### src/rtl/riscv_structures.sv
// ============================================================================
// riscv_structures : shared write-back types and widths
// Rev 1.0
// ============================================================================
`default_nettype none

package riscv_structures;

  localparam int REG_ADDR_W = 5;
  localparam int DATA_W     = 32;

  typedef struct packed {
    logic [REG_ADDR_W-1:0] rd;
    logic [DATA_W-1:0]     data;
  } wb_entry_t;

  typedef enum logic [1:0] {
    WB_NONE = 2'd0,
    WB_ALU  = 2'd1,
    WB_LSU  = 2'd2
  } wb_src_e;

endpackage

`default_nettype wire

### src/rtl/wb_fifo.sv
// ============================================================================
// wb_fifo : small FIFO of write-back entries, pointer MSB disambiguates full/empty
// Rev 1.0
// ============================================================================
`default_nettype none

module wb_fifo
  import riscv_structures::*;
#(
  parameter int DEPTH = 4
) (
  input  logic      clk,
  input  logic      rst,
  input  logic      push,
  input  logic      pop,
  input  wb_entry_t din,
  output wb_entry_t head,
  output logic      full,
  output logic      empty
);

  localparam int c_addr_w = $clog2(DEPTH);

  typedef logic [c_addr_w:0] ptr_t;

  ptr_t      r_wr_ptr;
  ptr_t      r_rd_ptr;
  wb_entry_t r_mem [DEPTH];

  always_ff @(posedge clk or posedge rst) begin
    if (rst) begin
      r_wr_ptr <= '0;
      r_rd_ptr <= '0;
    end else begin
      if (push) r_wr_ptr <= r_wr_ptr + ptr_t'(1);
      if (pop)  r_rd_ptr <= r_rd_ptr + ptr_t'(1);
    end
  end

  // Storage carries no reset; validity is defined by the pointers alone.
  always_ff @(posedge clk) begin
    if (push) r_mem[r_wr_ptr[c_addr_w-1:0]] <= din;
  end

  assign empty = (r_wr_ptr == r_rd_ptr);
  assign full  = (r_wr_ptr[c_addr_w] != r_rd_ptr[c_addr_w]) &&
                 (r_wr_ptr[c_addr_w-1:0] == r_rd_ptr[c_addr_w-1:0]);
  assign head  = r_mem[r_rd_ptr[c_addr_w-1:0]];

endmodule

`default_nettype wire

### src/rtl/wb_arbiter.sv
// ============================================================================
// wb_arbiter : merges ALU and LSU results onto the register-file write port
//              and tracks outstanding long-latency destinations
// Rev 1.0
// ============================================================================
`default_nettype none

module wb_arbiter
  import riscv_structures::*;
#(
  parameter int FIFO_DEPTH   = 4,
  parameter int STARVE_LIMIT = 8
) (
  input  logic                  clk,
  input  logic                  rst,
  input  logic                  alu_valid,
  input  logic [REG_ADDR_W-1:0] alu_rd,
  input  logic [DATA_W-1:0]     alu_data,
  output logic                  alu_stall,
  input  logic                  lsu_valid,
  output logic                  lsu_ready,
  input  logic [REG_ADDR_W-1:0] lsu_rd,
  input  logic [DATA_W-1:0]     lsu_data,
  input  logic                  issue_long,
  input  logic [REG_ADDR_W-1:0] issue_rd,
  input  logic [REG_ADDR_W-1:0] chk_rs1,
  input  logic [REG_ADDR_W-1:0] chk_rs2,
  input  logic [REG_ADDR_W-1:0] chk_rd,
  output logic                  hazard,
  output logic [REG_ADDR_W-1:0] a3,
  output logic                  we3,
  output logic [DATA_W-1:0]     wd,
  output logic                  proto_err
);

  localparam int                c_cnt_w      = $clog2(STARVE_LIMIT + 1);
  localparam logic [c_cnt_w-1:0] c_starve_max = c_cnt_w'(STARVE_LIMIT);

  logic                  w_full;
  logic                  w_empty;
  wb_entry_t             w_head;
  wb_entry_t             w_sel;
  wb_src_e               w_src;
  logic                  w_alu_go;
  logic                  w_lsu_hs;
  logic                  w_pop;
  logic                  w_push;
  logic                  w_sel_nz;
  logic                  w_lsu_sel;
  logic [31:0]           w_busy_nxt;

  logic [31:0]           r_busy;
  logic [c_cnt_w-1:0]    r_starve_cnt;
  logic                  r_proto_err;
  logic [REG_ADDR_W-1:0] r_a3;
  logic                  r_we3;
  logic [DATA_W-1:0]     r_wd;
  logic                  r_src_lsu;

  assign alu_stall = w_full || (r_starve_cnt == c_starve_max);
  assign lsu_ready = !w_full;
  assign w_alu_go  = alu_valid && !alu_stall;
  assign w_lsu_hs  = lsu_valid && lsu_ready;
  assign w_pop     = !w_empty && !w_alu_go;
  // Only an empty FIFO with no ALU write lets the LSU bypass; otherwise it queues.
  assign w_push    = w_lsu_hs && !(w_empty && !w_alu_go);

  wb_fifo #(
    .DEPTH (FIFO_DEPTH)
  ) u_fifo (
    .clk   (clk),
    .rst   (rst),
    .push  (w_push),
    .pop   (w_pop),
    .din   ('{rd: lsu_rd, data: lsu_data}),
    .head  (w_head),
    .full  (w_full),
    .empty (w_empty)
  );

  always_comb begin
    w_src = WB_NONE;
    w_sel = '0;
    if (w_pop) begin
      w_src = WB_LSU;
      w_sel = w_head;
    end else if (w_alu_go) begin
      w_src = WB_ALU;
      w_sel = '{rd: alu_rd, data: alu_data};
    end else if (w_lsu_hs) begin
      w_src = WB_LSU;
      w_sel = '{rd: lsu_rd, data: lsu_data};
    end
  end

  assign w_sel_nz  = |w_sel.rd;
  assign w_lsu_sel = (w_src == WB_LSU);

  // Clear follows the regfile commit of an LSU write; a same-edge issue re-arms the bit.
  always_comb begin
    w_busy_nxt = r_busy;
    if (r_we3 && r_src_lsu) w_busy_nxt[r_a3] = 1'b0;
    if (issue_long && (issue_rd != '0)) w_busy_nxt[issue_rd] = 1'b1;
  end

  always_ff @(posedge clk or posedge rst) begin
    if (rst) begin
      r_busy       <= '0;
      r_starve_cnt <= '0;
      r_proto_err  <= 1'b0;
      r_a3         <= '0;
      r_we3        <= 1'b0;
      r_wd         <= '0;
      r_src_lsu    <= 1'b0;
    end else begin
      r_busy    <= w_busy_nxt;
      r_a3      <= w_sel.rd;
      r_wd      <= w_sel.data;
      r_we3     <= (w_src != WB_NONE) && w_sel_nz;
      r_src_lsu <= w_lsu_sel && w_sel_nz;

      if (w_pop || w_empty)
        r_starve_cnt <= '0;
      else if (w_alu_go && (r_starve_cnt != c_starve_max))
        r_starve_cnt <= r_starve_cnt + c_cnt_w'(1);

      if ((alu_valid && alu_stall) || (w_lsu_sel && w_sel_nz && !r_busy[w_sel.rd]))
        r_proto_err <= 1'b1;
    end
  end

  assign hazard    = r_busy[chk_rs1] | r_busy[chk_rs2] | r_busy[chk_rd];
  assign a3        = r_a3;
  assign we3       = r_we3;
  assign wd        = r_wd;
  assign proto_err = r_proto_err;

endmodule

`default_nettype wire

### config.mk
export PLATFORM = sky130hd
export DESIGN_NAME = wb_arbiter
export DESIGN_NICKNAME = d
export VERILOG_FILES = /design/src/rtl/riscv_structures.sv /design/src/rtl/wb_fifo.sv /design/src/rtl/wb_arbiter.sv
export SDC_FILE = /design/constraint.sdc
export NUM_CORES = 1
export LEC_CHECK = 0
export BUFFER_PORTS_ARGS = -buffer_cell sky130_fd_sc_hd__buf_4
export CAP_MARGIN = 0
export CORE_ASPECT_RATIO = 1.25
export CORE_MARGIN = 8
export CORE_UTILIZATION = 57
export CTS_CLUSTER_DIAMETER = 60
export CTS_CLUSTER_SIZE = 25
export DETAILED_ROUTE_END_ITERATION = 10
export PLACE_DENSITY = 0.79
export SETUP_SLACK_MARGIN = 0.02
export SYNTH_ARGS = -nofsm -noshare
export SYNTH_HDL_FRONTEND = slang
export SYNTH_HIERARCHICAL = 1
export SYNTH_SLANG_ARGS = --single-unit
### constraint.sdc
create_clock -name clk -period 4.7 [get_ports clk]
set_clock_uncertainty 0.2 [all_clocks]
set_input_delay 0.47 -clock clk [delete_from_list [all_inputs] [get_ports clk]]
set_output_delay 0.47 -clock clk [all_outputs]
set_load 0.05 [all_outputs]
==> out/results.tsv, run 1 <==
metric	value	unit
post_cts resized	0	
Post-CTS Setup Bufs	0	
leakage	4.54	nW
placer congestion estimate	0.951	
synthesized area	10100	um^2
critical path launch point type	flop	
final net count	928	
Synthesis Warnings	6	
Max clock buf depth	3	
top-area cell type share of the netlist area	43.9	%
area grow syn2layout	21.6	%
Placed Area	11400	um^2
Tcrit/Tclk final	87.1	%
Hold Crit Endpoint	wd[27]	
Mapped Avg Cell Area	15.7	um^2
Antenna Nets Post-Route	0	
Hold WC Path Type	in -> reg	
Initial Util	58.1	%
RSZ-0062 raised after global routing	no	
setup TNS	0	ns
cell taking the most area after synthesis	edfxtp_1	
largest cells by area after synthesis	edfxtp_1, dfrtp_1, mux4_2	
port bufs	140	
share of cells above drive strength 1	31.9	%
Worst Tran Pin Value	1.06	ns
Max Freq	244	MHz
crit path kind	reg -> reg	
arrival time at the worst endpoint	4.29	ns
FFs w/ async S/R, synth	35.7	%
endpoint class of the critical path	flop	
Crit Reg-Reg Startpoint	u_fifo/r_rd_ptr[0]	
Iter 0 DRT Violations	589	
Synth Instances	646	
Final Hold Viols	0	
Slew headroom	29.3	%
worst reg2reg setup slack	0.60	ns
pwr dens	692	nW/um^2
first-pass GRT wire length	41800	um
register area	6500	um^2
register bit total from synthesis	230	
Die W	135	um
Clock Latency Late Sink	0.49	ns
average wire per standard cell	25.7	um
reg2reg path depth	10	
Filler Cell Count	1116	
chip height	165	um
largest net degree at the start of global routing	45	
Vias	6829	
Core Box Area	17400	um^2
gr ovfl total	0	
status	complete, no violations	
hold_buf cts	44	
Total GRT Usage	24.5	%
post-synth cell types	61	
DP HPWL	18000	um
VDD IR-drop max	0.000538	V
Worst Path Required	4.89	ns
CTS H-tree depth	1	
Inserted Clock Buffers	15	
initial antenna violation count	1	
Detailed Routing Iterations Pass 1	5	
final instance area	12300	um^2
worst-path fanout max	20	
Post-synth EDFFs	148	
register area share after synthesis	64.1	%
final number of max-transition violations	0	
cell row count	54	
Syn Nets	752	
min cycle time layout	4.10	ns
io pins	141	
root buffer cell	clkbuf_16	
Final Core Density	70.6	%
min-delay src	alu_data[27]	
Die ar.	22300	um^2
final wirelength	27200	um
Clock transition at path regs	0.10	ns
CTS sink count	230	
setup violators final	0	
max_cap viols	0	
ys flop type	edfxtp_1	
Hold Crit Depth	3	
vias per inst	6.47	
area of the multi-input gates	3400	um^2
vias in the first global route	7355	
worst reg2reg path endpoint	proto_err	
CTS tree	built	
residual DRC count	0	
-- cells in the final DEF (no fill, tap or decap), types with 10 or more instances in the layout --
cell type and count:
nand3_1 10, buf_4 148, mux4_2 67, clkbuf_16 15, a221oi_1 33, edfxtp_1 148
nor2_1 71, dlygate4sd3_1 46, o21ai_0 63, dfrtp_1 80, nand3b_1 10, nand2_1 14
inv_1 11
-- power by group --
part	leakage [nW]	total, mW	internal (mW)	switching (mW)
logic	2.02	3.82	1.48	2.34
clock network	0.240	1.37	0.648	0.723
registers	2.28	3.32	2.86	0.467
total	4.54	8.51	4.99	3.53
-- metal layers --
layer | vias up | routed length (um) | GRT usage (%)
li1 | 2916 | - | -
met1 | 3505 | 9630 | 26.8
met2 | 335 | 14500 | 43.9
met3 | 73 | 1850 | 5.42
met4 | 0 | 1150 | 12.4
met5 | - | 0 | 0
-- metrics by stage --
| stage | hold slack, ns | total power [mW] | setup WS, ns | std cells |
|---|---|---|---|---|
| finish | 0.0178 | 8.51 | 0.604 | 1056 |
| global placement | 0.220 | 7.00 | 0.792 | 983 |
| global route | 0.000896 | 8.92 | 0.292 | 1056 |
| detailed placement | 0.224 | 7.12 | 0.652 | 983 |
| floorplan | 0.0610 | 5.93 | 0.837 | 646 |
| CTS | 0.000826 | 8.53 | 0.616 | 1053 |
-- sequential cells by signal (all words and copies together), names as in the netlist --
register	flops
proto_err	1
r_busy	32
we3	1
wd	32
u_fifo/r_wr_ptr	3
r_src_lsu	1
u_fifo/r_rd_ptr	3
r_starve_cnt	4
u_fifo/r_mem	148
a3	5
-- final cells by class --
| type | count | area share [%] |
|---|---|---|
| Inverter | 15 | 0.488 |
| Sequential cell | 230 | 52.8 |
| Multi-Input combinational cell | 366 | 27.6 |
| Tap cell | 224 | 2.28 |
| Clock buffer | 19 | 3.25 |
| Clock inverter | 7 | 0.772 |
| Timing Repair Buffer | 194 | 12.8 |
| Antenna cell | 1 | 0.0203 |
-- cell usage after synthesis, drive strengths merged (3+ instances only) --
master	n
a21boi	3
xor2	6
and2	4
nand3	10
mux2i	9
clkbuf	18
mux4	67
edfxtp	148
buf	17
or3b	4
xnor2	3
or3	5
nand2b	3
nand4b	3
mux2	3
o21ai	64
inv	14
a211oi	5
a221oi	33
nor2	73
dfrtp	82
a21oi	5
nor3	6
ha	7
nand3b	10
nand2	15
-- kinds of logic (layout without fill, tap and decap cells) --
| logic type | after synthesis | after routing | synth area share (%) |
|---|---|---|---|
| compound gates | 127 | 127 | 8.60 |
| fa+ha+maj | 7 | 7 | 0.865 |
| xor+xnor | 9 | 9 | 0.778 |
| simple gates | 144 | 144 | 7.05 |
| other cells | 0 | 1 | 0 |
| flops | 230 | 230 | 64.1 |
| mux | 79 | 79 | 16.2 |
| buf+inv | 50 | 235 | 2.31 |
-- worst max-delay path, cell delays in order (launching register included) --
cell and delay (ns):
dfrtp_2 0.71, xor2_1 0.24, nor3_1 0.13, nand2b_1 0.26
or2_2 0.53, o21ai_1 0.79, inv_1 0.31, nor2_1 0.23
a31oi_1 0.11, a31o_1 0.23, o41ai_2 0.27
-- how the worst max path moves through the flow --
stage,endpoint,cells after the start,start
after floorplan,u_fifo/r_mem[3][0],10,u_fifo/r_rd_ptr[0]
after global placement,proto_err,10,u_fifo/r_rd_ptr[0]
after detailed placement,proto_err,10,u_fifo/r_rd_ptr[0]
after CTS,proto_err,10,u_fifo/r_rd_ptr[0]
after global routing,proto_err,10,u_fifo/r_rd_ptr[0]
final,proto_err,10,u_fifo/r_rd_ptr[0]
Power figures use the tool's default switching activity.
==> run 2: changes to the inputs <==
--- a/config.mk
+++ b/config.mk
@@ -13,7 +13,7 @@
 export CTS_CLUSTER_DIAMETER = 60
 export CTS_CLUSTER_SIZE = 25
 export DETAILED_ROUTE_END_ITERATION = 10
-export PLACE_DENSITY = 0.79
+export PLACE_DENSITY = 0.8
 export SETUP_SLACK_MARGIN = 0.02
 export SYNTH_ARGS = -nofsm -noshare
 export SYNTH_HDL_FRONTEND = slang
==> run 2 against run 1 <==
Against the previous run: combinational power increased by 1%; clock-buffer cell count grew 1; routed wire length decreased by 0.29%; critical path depth grew 1; sequential power about the same; power is 2.2% higher; first-iteration DRC count rose by 1.7%; utilization grew 0.050 points; clock power up 12%; critical path type unchanged; critical endpoint unchanged; largest cell class unchanged.
==> out/results.tsv, run 2 (synthesis results as in run 1) <==
metric	value	unit	change
status	complete, no violations		
total power draw	8.70	mW	+2.2%
number of diodes	0		-1
root buffer cell	clkbuf_16		
area of the multi-input gates	3400	um^2	unchanged
Clock Latency Late Sink	0.49	ns	about the same
final wirelength	27100	um	-0.29%
Final Core Density	70.7	%	about the same
crit path cell chain	xor2_1, nor3_1, nand2b_1, or2_2, buf_4, mux2i_4, inv_4, or3_1, a211oi_1, a31o_1, o41ai_2		
vias in the first global route	7274		-1.1%
slowest CP cell	nor3_1		
Max Freq	252	MHz	+3.4%
max reg flops	148		unchanged
critical path launch point type	flop		
io pins	141		unchanged
setup TNS	0	ns	unchanged
Antenna Nets Post-Route	0		unchanged
most frequent cells in the layout	buf_4, edfxtp_1, dfrtp_1		
Detailed Routing Iterations Pass 1	4		-1
min-delay src	alu_data[8]		
CTS tree	built		
Inserted Clock Buffers	16		+1
pwr dens	706	nW/um^2	+2.2%
VDD IR-drop max	0.000565	V	+5.1%
crit path kind	reg -> reg		
initial antenna violation count	0		-1
Hold Crit Endpoint	wd[8]		
placer congestion estimate	0.927		-2.5%
Worst Tran Pin Value	1.09	ns	+0.0306 ns
Die W	135	um	unchanged
Iter 0 DRT Violations	599		+1.7%
worst reg2reg path endpoint	proto_err		
CTS H-tree depth	1		unchanged
max_cap viols	0		unchanged
Top Family by Delay on Critical Path	simple AND/OR/NAND/NOR gates		
Core Box Area	17400	um^2	unchanged
worst-path fanout max	29		+45%
leakage	4.55	nW	+0.28%
register area	6500	um^2	unchanged
worst reg2reg setup slack	0.74	ns	+0.13 ns
reg2reg path depth	11		+1
arrival time at the worst endpoint	4.12	ns	-0.17 ns
Post-CTS Setup Bufs	0		unchanged
setup violators final	0		unchanged
Max clock buf depth	3		unchanged
min cycle time layout	3.96	ns	-0.134 ns
Initial Util	58.1	%	unchanged
Placed Area	11400	um^2	unchanged
port bufs	140		unchanged
worst path bufs/invs	2		+1
DP HPWL	18000	um	about the same
chip height	165	um	unchanged
Final Hold Viols	0		unchanged
endpoint class of the critical path	flop		
Slew headroom	27.3	%	-2.0 points
Worst Path Required	4.86	ns	-0.03 ns
RSZ-0062 raised after global routing	no		
Clock transition at path regs	0.09	ns	about the same
largest net degree at the start of global routing	46		+2.2%
cell row count	54		unchanged
Total GRT Usage	24.5	%	about the same
vias per inst	6.53		+0.93%
residual DRC count	0		unchanged
Hold WC Path Type	in -> reg		
Filler Cell Count	1073		-3.9%
final net count	921		-0.75%
Hold Crit Depth	3		unchanged
final number of max-transition violations	0		unchanged
Die ar.	22300	um^2	unchanged
slowest cell delay on critical path	0.49	ns	-0.30 ns
final instance area	12300	um^2	about the same
share of cells above drive strength 1	32.6	%	+0.72 points
Vias	6847		+0.26%
area grow syn2layout	21.7	%	about the same
Crit Reg-Reg Startpoint	u_fifo/r_wr_ptr[1]		
average wire per standard cell	25.8	um	+0.38%
CTS sink count	230		unchanged
first-pass GRT wire length	41800	um	about the same
gr ovfl total	0		unchanged
Tcrit/Tclk final	84.3	%	-2.8 points
run 2: layout make-up:
cell class                 count  share of cell area, %
multi-input combinational    366                   27.6
sequential                   230                   52.7
clock inverter                 8                   1.06
timing repair buffer         186                   12.1
tap                          224                   2.27
clock buffer                  20                   3.71
inverter                      15                  0.487
run 2: routing by layer:
metal | up-vias | share of wire, % | track usage (%)
li1 | 2892 | - | -
met1 | 3522 | 36 | 28.2
met2 | 364 | 53 | 43.4
met3 | 69 | 6.6 | 3.96
met4 | 0 | 4.5 | 12.4
met5 | - | 0 | 0
run 2: how the worst max path moves through the flow:
stage | from | end | slack [ns] | cells after the start
6_report | u_fifo/r_wr_ptr[1] | proto_err | 0.74 | 11
5_1_grt | u_fifo/r_wr_ptr[1] | proto_err | 0.55 | 11
4_1_cts | u_fifo/r_wr_ptr[1] | proto_err | 0.81 | 11
3_5_place_dp | u_fifo/r_wr_ptr[1] | proto_err | 0.88 | 11
3_3_place_gp | u_fifo/r_wr_ptr[1] | proto_err | 0.95 | 11
2_1_floorplan | u_fifo/r_rd_ptr[0] | u_fifo/r_mem[3][0] | 0.84 | 10
run 2: metrics by stage:
step                std cells  worst slack (ns)  hold WS (ns)
detailed placement        983             0.883         0.227
finish                   1049             0.738        0.0106
floorplan                 646             0.837        0.0610
global placement          983             0.946         0.217
CTS                      1049             0.808      0.000561
global route             1049             0.551       0.00305
run 2: worst reg2reg max path: stages, from the launching register on:
cell and delay [ns]:
dfrtp_1 0.44, xor2_1 0.18, nor3_1 0.49, nand2b_1 0.31, or2_2 0.38, buf_4 0.44
mux2i_4 0.46, inv_4 0.12, or3_1 0.36, a211oi_1 0.18, a31o_1 0.18, o41ai_2 0.08
run 2: what timing repair did:
action	CTS	global route
hold endpoints to repair	184	0
gates resized for setup	0	0
hold buffers	38	0
run 2: power breakdown:
| group | internal (mW) | switching, mW | total, mW |
|---|---|---|---|
| registers | 2.86 | 0.445 | 3.30 |
| logic | 1.48 | 2.39 | 3.86 |
| clock network | 0.796 | 0.744 | 1.54 |
